==> src/rtl/edge_pkg.sv <==
// ---------------------------------------------------------------------------
// edge_pkg
//   Shared definitions for the streaming Sobel edge detector.
//   - PW_DEF      : default pixel / edge width
//   - edge_mode_e : output mode encoding (magnitude or binary threshold map)
//   - GW(pw)      : width of a signed Sobel gradient for pw-bit pixels
//   - MW(pw)      : width of the unsigned |Gx|+|Gy| magnitude
// ---------------------------------------------------------------------------
package edge_pkg;

   localparam int PW_DEF = 5;

   typedef enum logic {
      EDGE_MAG = 1'b0,
      EDGE_THR = 1'b1
   } edge_mode_e;

   // A 1-2-1 weighted column difference spans +/-(4*(2^pw-1)), which needs
   // pw+2 magnitude bits plus a sign bit.
   function automatic int GW(input int pw);
      return pw + 3;
   endfunction

   // Sum of two gradient magnitudes; one extra bit keeps it overflow-free.
   function automatic int MW(input int pw);
      return pw + 4;
   endfunction

endpackage

==> src/rtl/sobel_lane.sv <==
// ---------------------------------------------------------------------------
// sobel_lane
//   One output row of the Sobel detector. Takes the 3x3 neighbourhood of an
//   interior pixel (left/middle/right column, rows a=r-1, b=r, c=r+1),
//   registers Gx/Gy (pipeline stage S1) and derives the edge value
//   combinationally from those registers.
//   The centre pixel has zero weight in both kernels, so it is not a port.
// Ports
//   clk, reset        : clock, asynchronous active-low reset
//   en                : capture new gradients into S1
//   l_a, l_b, l_c     : left (oldest) column, rows a/b/c
//   m_a, m_c          : middle column, rows a/c
//   r_a, r_b, r_c     : right (newest) column, rows a/b/c
//   mode, thresh      : output mode and threshold (frame-latched upstream)
//   edge_val          : saturated magnitude or all-ones/zero threshold bit
// ---------------------------------------------------------------------------
module sobel_lane
   import edge_pkg::*;
#(
   parameter int PW = PW_DEF
) (
   input  logic          clk,
   input  logic          reset,
   input  logic          en,
   input  logic [PW-1:0] l_a,
   input  logic [PW-1:0] l_b,
   input  logic [PW-1:0] l_c,
   input  logic [PW-1:0] m_a,
   input  logic [PW-1:0] m_c,
   input  logic [PW-1:0] r_a,
   input  logic [PW-1:0] r_b,
   input  logic [PW-1:0] r_c,
   input  edge_mode_e    mode,
   input  logic [PW-1:0] thresh,
   output logic [PW-1:0] edge_val
);

   localparam int GWID = GW(PW);
   localparam int MWID = MW(PW);

   // Weighted sums are non-negative; their difference is kept as a
   // two's-complement bit pattern of GWID bits (the true result always fits).
   logic [GWID-1:0] sum_r, sum_l, sum_c, sum_a;
   logic [GWID-1:0] gx_next, gy_next;
   logic [GWID-1:0] gx, gy;
   logic [GWID-1:0] abs_x, abs_y;
   logic [MWID-1:0] mag;

   always_comb begin
      sum_r   = GWID'(r_a) + (GWID'(r_b) << 1) + GWID'(r_c);
      sum_l   = GWID'(l_a) + (GWID'(l_b) << 1) + GWID'(l_c);
      sum_c   = GWID'(l_c) + (GWID'(m_c) << 1) + GWID'(r_c);
      sum_a   = GWID'(l_a) + (GWID'(m_a) << 1) + GWID'(r_a);
      gx_next = sum_r - sum_l;
      gy_next = sum_c - sum_a;
   end

   // S1: gradient registers
   always_ff @(posedge clk or negedge reset) begin
      if (!reset) begin
         gx <= '0;
         gy <= '0;
      end else if (en) begin
         gx <= gx_next;
         gy <= gy_next;
      end
   end

   always_comb begin
      abs_x    = gx[GWID-1] ? (~gx + 1'b1) : gx;
      abs_y    = gy[GWID-1] ? (~gy + 1'b1) : gy;
      mag      = MWID'(abs_x) + MWID'(abs_y);
      edge_val = '0;
      if (mode == EDGE_THR) begin
         edge_val = (mag >= MWID'(thresh)) ? {PW{1'b1}} : {PW{1'b0}};
      end else begin
         edge_val = (mag > MWID'({PW{1'b1}})) ? {PW{1'b1}} : mag[PW-1:0];
      end
   end

endmodule

==> src/rtl/edge_stream_sobel.sv <==
// ---------------------------------------------------------------------------
// edge_stream_sobel
//   Streaming column-wise Sobel edge detector. Each valid cycle delivers one
//   column of NCH vertically adjacent pixels; the block keeps a 3-column
//   window and produces NCH-2 edge values (interior rows) per column from
//   the third column of a frame onwards.
// Ports
//   clk, reset   : clock, asynchronous active-low reset
//   in_valid     : pixel_in holds a column this cycle
//   load_end     : with in_valid, this column closes the frame
//   mode, thresh : output mode / threshold, latched on a frame's first column
//   pixel_in     : row r at [r*PW +: PW], r=0 is the top row
//   edge_out     : lane j (row j+1) at [j*PW +: PW]
//   readable     : edge_out carries a new result this cycle
//   frame_done   : one-cycle pulse when the last column's result has drained
//
// Handshake: there is no ready/backpressure. A column is accepted in every
// cycle in_valid is high; readable is a pure one-cycle qualifier two cycles
// after the accepted column, and edge_out holds its last value otherwise.
// ---------------------------------------------------------------------------
module edge_stream_sobel
   import edge_pkg::*;
#(
   parameter int PW  = PW_DEF,
   parameter int NCH = 5,
   parameter int CW  = 16
) (
   input  logic                  clk,
   input  logic                  reset,
   input  logic                  in_valid,
   input  logic                  load_end,
   input  logic                  mode,
   input  logic [PW-1:0]         thresh,
   input  logic [NCH*PW-1:0]     pixel_in,
   output logic [(NCH-2)*PW-1:0] edge_out,
   output logic                  readable,
   output logic                  frame_done
);

   localparam int NL = NCH - 2;

   // The window is the two previously accepted columns plus the incoming
   // one: S1 captures gradients in the same cycle the column is accepted,
   // which is what gives a two-register latency to edge_out.
   logic [NCH*PW-1:0] win_l;   // column k-2 when column k arrives
   logic [NCH*PW-1:0] win_m;   // column k-1
   logic [CW-1:0]     col_cnt; // index of the next column in this frame
   edge_mode_e        mode_q;
   logic [PW-1:0]     thresh_q;
   logic              v1;      // S1 holds a result
   logic              end1;    // S1 holds the frame's last column
   logic              has_result;
   logic [NL*PW-1:0]  lane_edge;

   assign has_result = (col_cnt >= CW'(2));

   always_ff @(posedge clk or negedge reset) begin
      if (!reset) begin
         win_l    <= '0;
         win_m    <= '0;
         col_cnt  <= '0;
         mode_q   <= EDGE_MAG;
         thresh_q <= '0;
      end else if (in_valid) begin
         win_l <= win_m;
         win_m <= pixel_in;
         if (col_cnt == '0) begin
            mode_q   <= edge_mode_e'(mode);
            thresh_q <= thresh;
         end
         // Clearing on the last column lets the next frame start next cycle
         // without ever pairing its columns with this frame's window.
         if (load_end) begin
            col_cnt <= '0;
         end else if (col_cnt != '1) begin
            col_cnt <= col_cnt + 1'b1;
         end
      end
   end

   for (genvar j = 0; j < NL; j++) begin : g_lane
      sobel_lane #(.PW(PW)) u_lane (
         .clk      (clk),
         .reset    (reset),
         .en       (in_valid),
         .l_a      (win_l[j*PW +: PW]),
         .l_b      (win_l[(j+1)*PW +: PW]),
         .l_c      (win_l[(j+2)*PW +: PW]),
         .m_a      (win_m[j*PW +: PW]),
         .m_c      (win_m[(j+2)*PW +: PW]),
         .r_a      (pixel_in[j*PW +: PW]),
         .r_b      (pixel_in[(j+1)*PW +: PW]),
         .r_c      (pixel_in[(j+2)*PW +: PW]),
         .mode     (mode_q),
         .thresh   (thresh_q),
         .edge_val (lane_edge[j*PW +: PW])
      );
   end

   // S2 plus the qualifier pipes. mode_q may be re-latched by a new frame in
   // the same edge that S2 captures the old frame's last result; S2 samples
   // the pre-edge value, so the old frame keeps its own mode.
   always_ff @(posedge clk or negedge reset) begin
      if (!reset) begin
         v1         <= 1'b0;
         end1       <= 1'b0;
         readable   <= 1'b0;
         frame_done <= 1'b0;
         edge_out   <= '0;
      end else begin
         v1         <= in_valid && has_result;
         end1       <= in_valid && load_end;
         readable   <= v1;
         frame_done <= end1;
         if (v1) begin
            edge_out <= lane_edge;
         end
      end
   end

endmodule
==> config.mk <==
export PLATFORM = sky130hd
export DESIGN_NAME = edge_stream_sobel
export DESIGN_NICKNAME = d
export VERILOG_FILES = /design/src/rtl/edge_pkg.sv /design/src/rtl/sobel_lane.sv /design/src/rtl/edge_stream_sobel.sv
export SDC_FILE = /design/constraint.sdc
export NUM_CORES = 1
export LEC_CHECK = 0
export CORE_MARGIN = 1
export CORE_UTILIZATION = 45
export DETAILED_ROUTE_END_ITERATION = 10
export GPL_TIMING_DRIVEN = 0
export PLACE_DENSITY_LB_ADDON = 0.12
export SETUP_SLACK_MARGIN = 0.15
export SLEW_MARGIN = 20
export SYNTH_ARGS = -nofsm -noshare
export SYNTH_HDL_FRONTEND = slang
export SYNTH_SLANG_ARGS = --single-unit
==> constraint.sdc <==
create_clock -name clk -period 4.65 [get_ports clk]
set_clock_uncertainty 0.2 [all_clocks]
set_input_delay 0.465 -clock clk [delete_from_list [all_inputs] [get_ports clk]]
set_output_delay 0.465 -clock clk [all_outputs]
set_load 0.01 [all_outputs]
==> impl_summary.md, run 1 <==
Run status
The flow ran to the end, but the final reports show violations. The checks that failed: DRC.

Placement
The number of placed instances, taps included, is approximately 1,600. At the end of routability-driven placement, the weighted congestion stood at slightly below 0.9. After legalization and detailed placement, the total HPWL measured about 23,000 microns. The count of input and output buffers is slightly above 50. After detailed placement, the total cell area comes to between 10,000 and 15,000 sq um.

STA
The number of max-slew violations in the final report is 0. The post-layout minimum cycle time is between 4 and 5 ns. Derived from the worst setup path, the maximum achievable clock frequency is between 200 and 250 MHz.

The final hold violation count is 0. The setup total negative slack is 0 ns. Setup violations remaining at the end of the flow were counted as 0. Measured against its own limit, the worst slew margin works out to 0.4722. At the pin with the least slew margin, the transition time is a little under 0.8 ns. Of the available clock period, the critical path in the final layout requires 0.9445. Setup repair after global routing could not meet its margin everywhere.

Drt
Summed over all nets, wire length on met3 after detailed routing comes to between 700 and 800 microns. The first-iteration detailed-routing DRC count is 512. The total routed wirelength is 28,910 microns. The post-route antenna net violation count is 0. The met2 layer wire length in the routed design is ~13,000 microns. The routed length per instance is around 17 microns. In the routed layout, each cell is associated on average with a via count of between 5 and 6. The uppermost layer routed is met4. Before antenna repair, the detailed router went through 7 iterations. In the routed design, unresolved DRC markers number 5.

The via count is between 8,000 and 9,000. The met1 wire length is 14,650 microns.

Floorplan
The number of top-level design ports is 52. After floorplanning, the core was sized to cover ~26,000 sq um. The y dimension of the die is 166.3 microns.

The number of rows in the core area is approximately 60. The floorplan step defined a die boundary enclosing ~28,000 sq um. For this configuration, the core starts out at a cell density of 0.4624. The die is roughly 170 microns wide.

Clock network
The clock passes through at most 2 buffers. The TritonCTS clock tree is yes. The cell chosen for the clock root is clkbuf_16.

After clock tree synthesis, the clock-pin slew on the worst setup and hold paths is 0.07 ns. The later pin in the worst-skew pair is clocked with a latency of about 0.44 ns. The number of clock buffers inserted by TritonCTS is 17. The tree built by TritonCTS fans out to 139 sinks. The H-tree was split into 4 levels.

Yosys
The share of async-settable or async-resettable flops after synthesis is 1.000. For this run, the leading register cell type out of synthesis is dfrtp_1. The count of flip-flops with a built-in enable after synthesis is 0. Counting every instance in the synthesized netlist gives roughly 1,200. The yosys synthesis warning count is 0. The mapped netlist covers approximately 12,000 sq um. The average instance in the mapped netlist occupies a little under 10 sq um. The synthesized netlist contains 63 unique library cells.

The number of synthesized register bits is between 100 and 150. The sequential-to-total area share from yosys stat is 0.2862. The net count after synthesis is 1,491.

Global route
The overall overflow remaining after global route is 0. The maximum number of pins on one net before global-route repair is a little under 90. Across every metal layer, demand over resource in global routing totals 0.2209.

The via count of the first global-routing pass is roughly 8,500. The first global-routing pass estimated 47,350 microns of wire. The number of antenna violations at the first check in global routing is 0.

Layout
The repair_antennas step left the layout with diodes totalling 0. The count of non-filler cells in the finished layout is between 1,500 and 2,000. The fill cell instance count of the final layout is 2,443.

The most common cell after layout, fill and taps aside is ha_1. The relative area change from synthesis to final layout is 13.01%. The number of nets in the finished design is 1,564. The final instance area is ~14,000 sq um.

The top cell types in the final layout, fill and taps aside, are ha_1, inv_1, dfrtp_1, xnor2_1, o21ai_0. At the end of the flow the core is filled with cells to 0.5226. Of the cells placed in the final design, the portion with a size suffix greater than 1 is 0.09491.

Pwr
The leakage power figure is around 0.0064 uW. The design draws around 11,000 uW. IR analysis of the VDD net gives a maximum drop of about 300 uV. The total power divided by cell area is 817.9 nW/um^2.

Critical path
The slowest stage cell on the critical path is dfrtp_2. The flop-to-flop setup slack is 0.26 ns. The worst setup path is captured at a register. Along the worst path, the maximum fanout reaches 6. The endpoint required time on the critical path is ~4.7 ns. The classification of the worst setup path is reg -> reg. For the worst flop-to-flop path, the logic depth is 14. The startpoint class of the critical path is a register.

The end of the worst register-to-register path is g_lane[2].u_lane.gy[7]. Data arrives at the worst endpoint at 4.48 ns. Grouping stages by cell kind, the critical path spends the most delay in adder cells.

The startpoint identified for the worst register-to-register timing path is win_l[11]. The critical path's largest stage delay is 0.47 ns. Walking the worst path, the cells encountered are ha_1 -> fa_1 -> ha_1 -> a21o_1 -> a21oi_2 -> xor2_2 -> fa_1 -> ha_1 -> o21a_1 -> o21a_1 -> o22ai_1 -> xnor2_2 -> xnor2_2 -> a21oi_1. Counting stages on the worst path, the most repeated cell is ha_1. The critical path contains buffers and inverters numbering 0 combined.

Hold path
The worst hold path was traced through 0 stages. The launch instance of the worst min-delay path is end1. The tightest min-delay check is of the reg -> reg type. The hold path endpoint is frame_done.

Run
Max-cap violations in this run came to 0.
-- worst max-delay path by stage --
stage / slack, ns / depth (start not counted) / endpoint / from
after floorplan: 0.65 / 14 / g_lane[2].u_lane.gy[7] / win_l[11]
after global placement: -3.03 / 1 / win_m[9] / reset
after detailed placement: -0.45 / 14 / g_lane[2].u_lane.gy[7] / pixel_in[10]
after CTS: 0.22 / 14 / g_lane[2].u_lane.gy[7] / win_l[11]
after global routing: 0.12 / 12 / g_lane[0].u_lane.gy[7] / win_l[11]
final: 0.26 / 14 / g_lane[2].u_lane.gy[7] / win_l[11]
-- cell usage after synthesis, drive strengths merged (9+ instances only) --
| library cell | count | area (sq um) |
|---|---|---|
| o21ai | 81 | 405.4 |
| clkbuf | 9 | 33.78 |
| buf | 14 | 66.31 |
| nand3 | 11 | 60.06 |
| or3 | 14 | 87.58 |
| xnor2 | 85 | 744.5 |
| a21oi | 75 | 386.6 |
| ha | 160 | 2002 |
| fa | 65 | 1301 |
| nand2b | 19 | 118.9 |
| nand2 | 66 | 247.7 |
| inv | 146 | 548.0 |
| o21a | 14 | 105.1 |
| nor2b | 22 | 137.6 |
| nor2 | 61 | 231.5 |
| a211oi | 10 | 80.07 |
| mux2 | 60 | 679.4 |
| o31ai | 11 | 82.58 |
| a21o | 34 | 255.2 |
| o22a | 10 | 87.58 |
| dfrtp | 139 | 3478 |
| xor2 | 32 | 280.3 |
-- metrics by stage --
stage,worst slack (ns),hold WS [ns]
floorplan,0.6461,-0.03059
global placement,-3.031,0.1428
detailed placement,-0.4487,0.1379
CTS,0.2203,0.1583
global route,0.1216,0.1758
finish,0.2580,0.1580
-- where the power goes --
| part | switching [uW] | leakage [uW] | internal (uW) |
|---|---|---|---|
| Clock | 585 | 0.000265 | 769 |
| Sequential | 368 | 0.00163 | 1560 |
| Combinational | 4260 | 0.00446 | 3690 |
-- sequential cells by signal, indices dropped and copies added, names as in the netlist, 5 cells and up --
name and flops:
g_lane.u_lane.gx 24, win_m 25, g_lane.u_lane.gy 24, thresh_q 5
win_l 25, edge_out 15, col_cnt 16
-- final cells by class --
class / instances / area, sq um / area share
multi-input cells: 923 / 8053 / 0.5863
plain buffers: 23 / 100.1 / 0.007288
clock inverters: 12 / 116.4 / 0.008472
repair buffers: 54 / 561.8 / 0.04090
flip-flops and latches: 139 / 3480 / 0.2533
clock buffers: 20 / 456.7 / 0.03325
well taps: 335 / 419.2 / 0.03052
inverters: 146 / 548.0 / 0.03990
-- kinds of logic (layout without fill, tap and decap cells) --
group                    after synthesis  count (layout)  share of synthesized area
flip-flops                           139             139                     0.2862
AND/OR/NAND/NOR                      246             246                     0.1051
XOR/XNOR                             117             117                    0.08432
buffers and inverters                169             255                    0.05333
adder cells (fa/ha/maj)              225             225                     0.2718
AO/OA/AOI/OAI                        274             274                     0.1425
multiplexers                          61              61                    0.05673
-- repair_timing --
item	4_1_cts	5_1_grt
endpoints found under the hold margin	51	0
pin swaps	0	1
resized for setup	5	2
setup endpoints to repair	1	3
buffers inserted	0	1
hold buffers	1	0
-- routing by layer --
| layer | vias to the layer above | global-route usage |
|---|---|---|
| met3 | 19 | 0.02788 |
| met2 | 111 | 0.3607 |
| li1 | 4413 | - |
| met1 | 4210 | 0.3141 |
| met5 | - | 0 |
| met4 | 0 | 0.04630 |
No activity file was read; power rests on OpenSTA's default activity.
==> run 2, diff against run 1 <==
- SETUP_SLACK_MARGIN: 0.15 -> 0.05
==> run 2 against run 1 <==
  * Global-route usage hardly changed
  * Maximum frequency is 0.54% lower
  * Critical path depth stayed put
  * Via count is 0.32% higher
  * Non-clock buffer count is 1 lower
  * First-iteration DRC count is 7.8% higher
  * The flow still finishes with violations (DRC)
  * Largest power group unchanged
  * Final cell count hardly changed
  * Sequential cell count stayed put
  * Worst hold slack hardly changed
==> impl_summary.md, run 2 (synthesis results as in run 1) <==
Run status
The checks that failed: DRC. The run finished, with violations left.

Run
The max-capacitance violation count is 0.

STA
The fmax is between 200 and 250 MHz. The number of max-slew violations in the final report is 0. The actual slew at the worst max-slew pin is around 0.81 ns.

The worst path in the final design needs a cycle of ~4.4 ns, including I/O delays and setup. Dividing the final minimum period by the clock period gives 0.9496. Setup repair after global routing left no endpoint under its margin. The final hold violation count is 0. In this run the tightest slew margin relative to its limit is 0.4583.

The setup violation total in the final timing report is 0.

Global route
The maximum number of pins on one net before global-route repair is 89. After global routing the overflow that remains totals 0. The global router's overall resource usage is 0.2207.

The number of antenna violations at the first check in global routing came to 0. The first global-routing pass estimated between 40,000 and 50,000 microns of wire. The via count of the first global-routing pass is 8,522.

Drt
After detailed routing, the number of vias per cell comes to 5.319. The first-pass iteration count of the detailed router is 8. The total routed wirelength is about 29,000 microns. The via count is between 8,000 and 9,000. In this run, the number of DRC markers left after iteration 0 of detailed routing was 552. The post-route antenna net violation count is 0. The routed length per instance is about 18 microns. The final routed DRC violation total is 5.

Critical path
The endpoint required time on the critical path is between 4 and 5 ns. STA puts the critical path data arrival time at approximately 4.5 ns. STA classifies the critical path startpoint as a register. The endpoint class of the critical path is a register. The worst setup path is of the reg -> reg kind.

Across all register-to-register paths, the minimum setup slack is 0.23 ns. The reg-to-reg startpoint is win_l[11]. The maximum net fanout on the critical path is 6. The critical path startpoint is win_l[11].

Layout
Relative to the synthesized area, the layout overhead comes to 12.90%. The largest registers in the layout are win_l: 25 flops, win_m: 25 flops. The final layout contains roughly 1,600 nets. After filler insertion, the fill cell instance count of the layout stands at between 2,000 and 2,500. The number of antenna diodes in the final layout is 0. The fraction of final layout cells with drive strength greater than 1 is 0.09347. The most common cell after layout, fill and taps aside is ha_1. The finished layout holds 1,651 standard cells, fillers aside. Once layout is done, the placed cells without fillers occupy 13,720 sq um. The final core utilization is 0.5221.

In the layout the commonest cells are ha_1, inv_1, dfrtp_1, xnor2_1, o21ai_0.

Floorplan
The die is 166.3 microns wide. In this run the core area contains 59 standard-cell rows. The starting utilization of the core area is 0.4624. The number of top-level design ports is 52. The y dimension of the die is 166.3 microns. The area of the die is between 20,000 and 30,000 sq um. The region available for standard cell placement spans 26,280 sq um.

Pwr
The total power divided by cell area is 817.3 nW/um^2. The peak ir drop on the vdd network is just under 300 uV. In this run the static leakage power is between 0.006 and 0.007 uW.

Clock network
The H-tree was split into 4 levels. The number of setup buffers added after CTS is 0. The number of clock sinks is approximately 140. The root buffer cell chosen for the clock tree is clkbuf_16. Counting along the longest clock path gives a buffer depth of 2. The number of clock buffers inserted by TritonCTS is 17.

The TritonCTS clock tree is yes. The source-to-sink clock delay at the later pin of the worst-skew pair is 0.44 ns. The clock edge transition at the registers on the reported setup and hold paths is approximately 0.070 ns.

Placement
The number of cells after detailed placement is roughly 1,600. The global placer's final weighted congestion is around 0.87. Port buffering added around 50 buffers. The HPWL after detailed placement is 22,980 microns. After detailed placement, the total cell area comes to 13,120 sq um.

Hold path
The worst hold path belongs to the class reg -> reg. The startpoint identified for the worst hold timing path is end1.
-- run 2: cell types whose count changed in the layout (fill, tap and decap cells not counted), sizes merged --
cell           delta
buf               -1
clkdlybuf4s50     +1
dlygate4sd2       -1
-- run 2: through the flow --
stage | setup slack, ns | hold WS [ns] | setup TNS, ns | total power, uW
finish | 0.2344 | 0.1580 | 0 | 11210
global route | 0.07065 | 0.1758 | 0 | 12420
CTS | 0.05937 | 0.1583 | 0 | 11230
detailed placement | -0.4487 | 0.1379 | -0.9845 | 9782
global placement | -3.031 | 0.1428 | -419.21 | 9628
floorplan | 0.6461 | -0.03059 | 0 | 7962
-- run 2: layout make-up --
| type | count | area (sq um) | share of cell area |
|---|---|---|---|
| timing repair buffer | 53 | 555.5 | 0.04049 |
| clock buffer | 20 | 456.7 | 0.03328 |
| multi-input combinational | 923 | 8045 | 0.5864 |
| inverter | 146 | 548.0 | 0.03994 |
| clock inverter | 12 | 116.4 | 0.008481 |
| sequential | 139 | 3480 | 0.2536 |
| tap | 335 | 419.2 | 0.03055 |
| buffer | 23 | 100.1 | 0.007295 |
-- run 2: path summary, 6_finish.rpt --
path | endpoint | cells after the start
max reg2reg | g_lane[2].u_lane.gy[7] | 14
max in group asynchronous | win_l[9] | 3
min in group asynchronous | g_lane[2].u_lane.gy[6] | 2
min reg2reg | frame_done | 0
min | frame_done | 0
max | g_lane[2].u_lane.gy[7] | 14
-- run 2: timing repair --
action / in CTS / in global routing
gates resized for setup: 2 / 3
hold endpoints to repair: 51 / 0
endpoints found under the setup margin: 1 / 2
hold buffers: 1 / 0
-- run 2: routing by layer --
metal  track usage  part of all wire  vias up
li1              -                 -     4409
met1        0.3139              0.51     4217
met2        0.3605              0.46      134
met3       0.02788             0.026       21
met4       0.04630            0.0098        0
met5             0                 0        -
-- run 2: where the power goes --
| part | internal, uW | switching, uW |
|---|---|---|
| logic | 3670 | 4260 |
| registers | 1560 | 367 |
| clock network | 769 | 589 |
-- run 2: critical path, stage by stage (launching register included) --
cell and delay (ns):
dfrtp_2 0.47, ha_1 0.24, fa_1 0.44, ha_1 0.35, a21o_1 0.21, a21oi_2 0.20, xor2_2 0.27, fa_1 0.48
ha_1 0.37, o21a_1 0.19, o21a_1 0.16, o22ai_1 0.20, xnor2_1 0.21, xnor2_2 0.18, a21oi_1 0.10
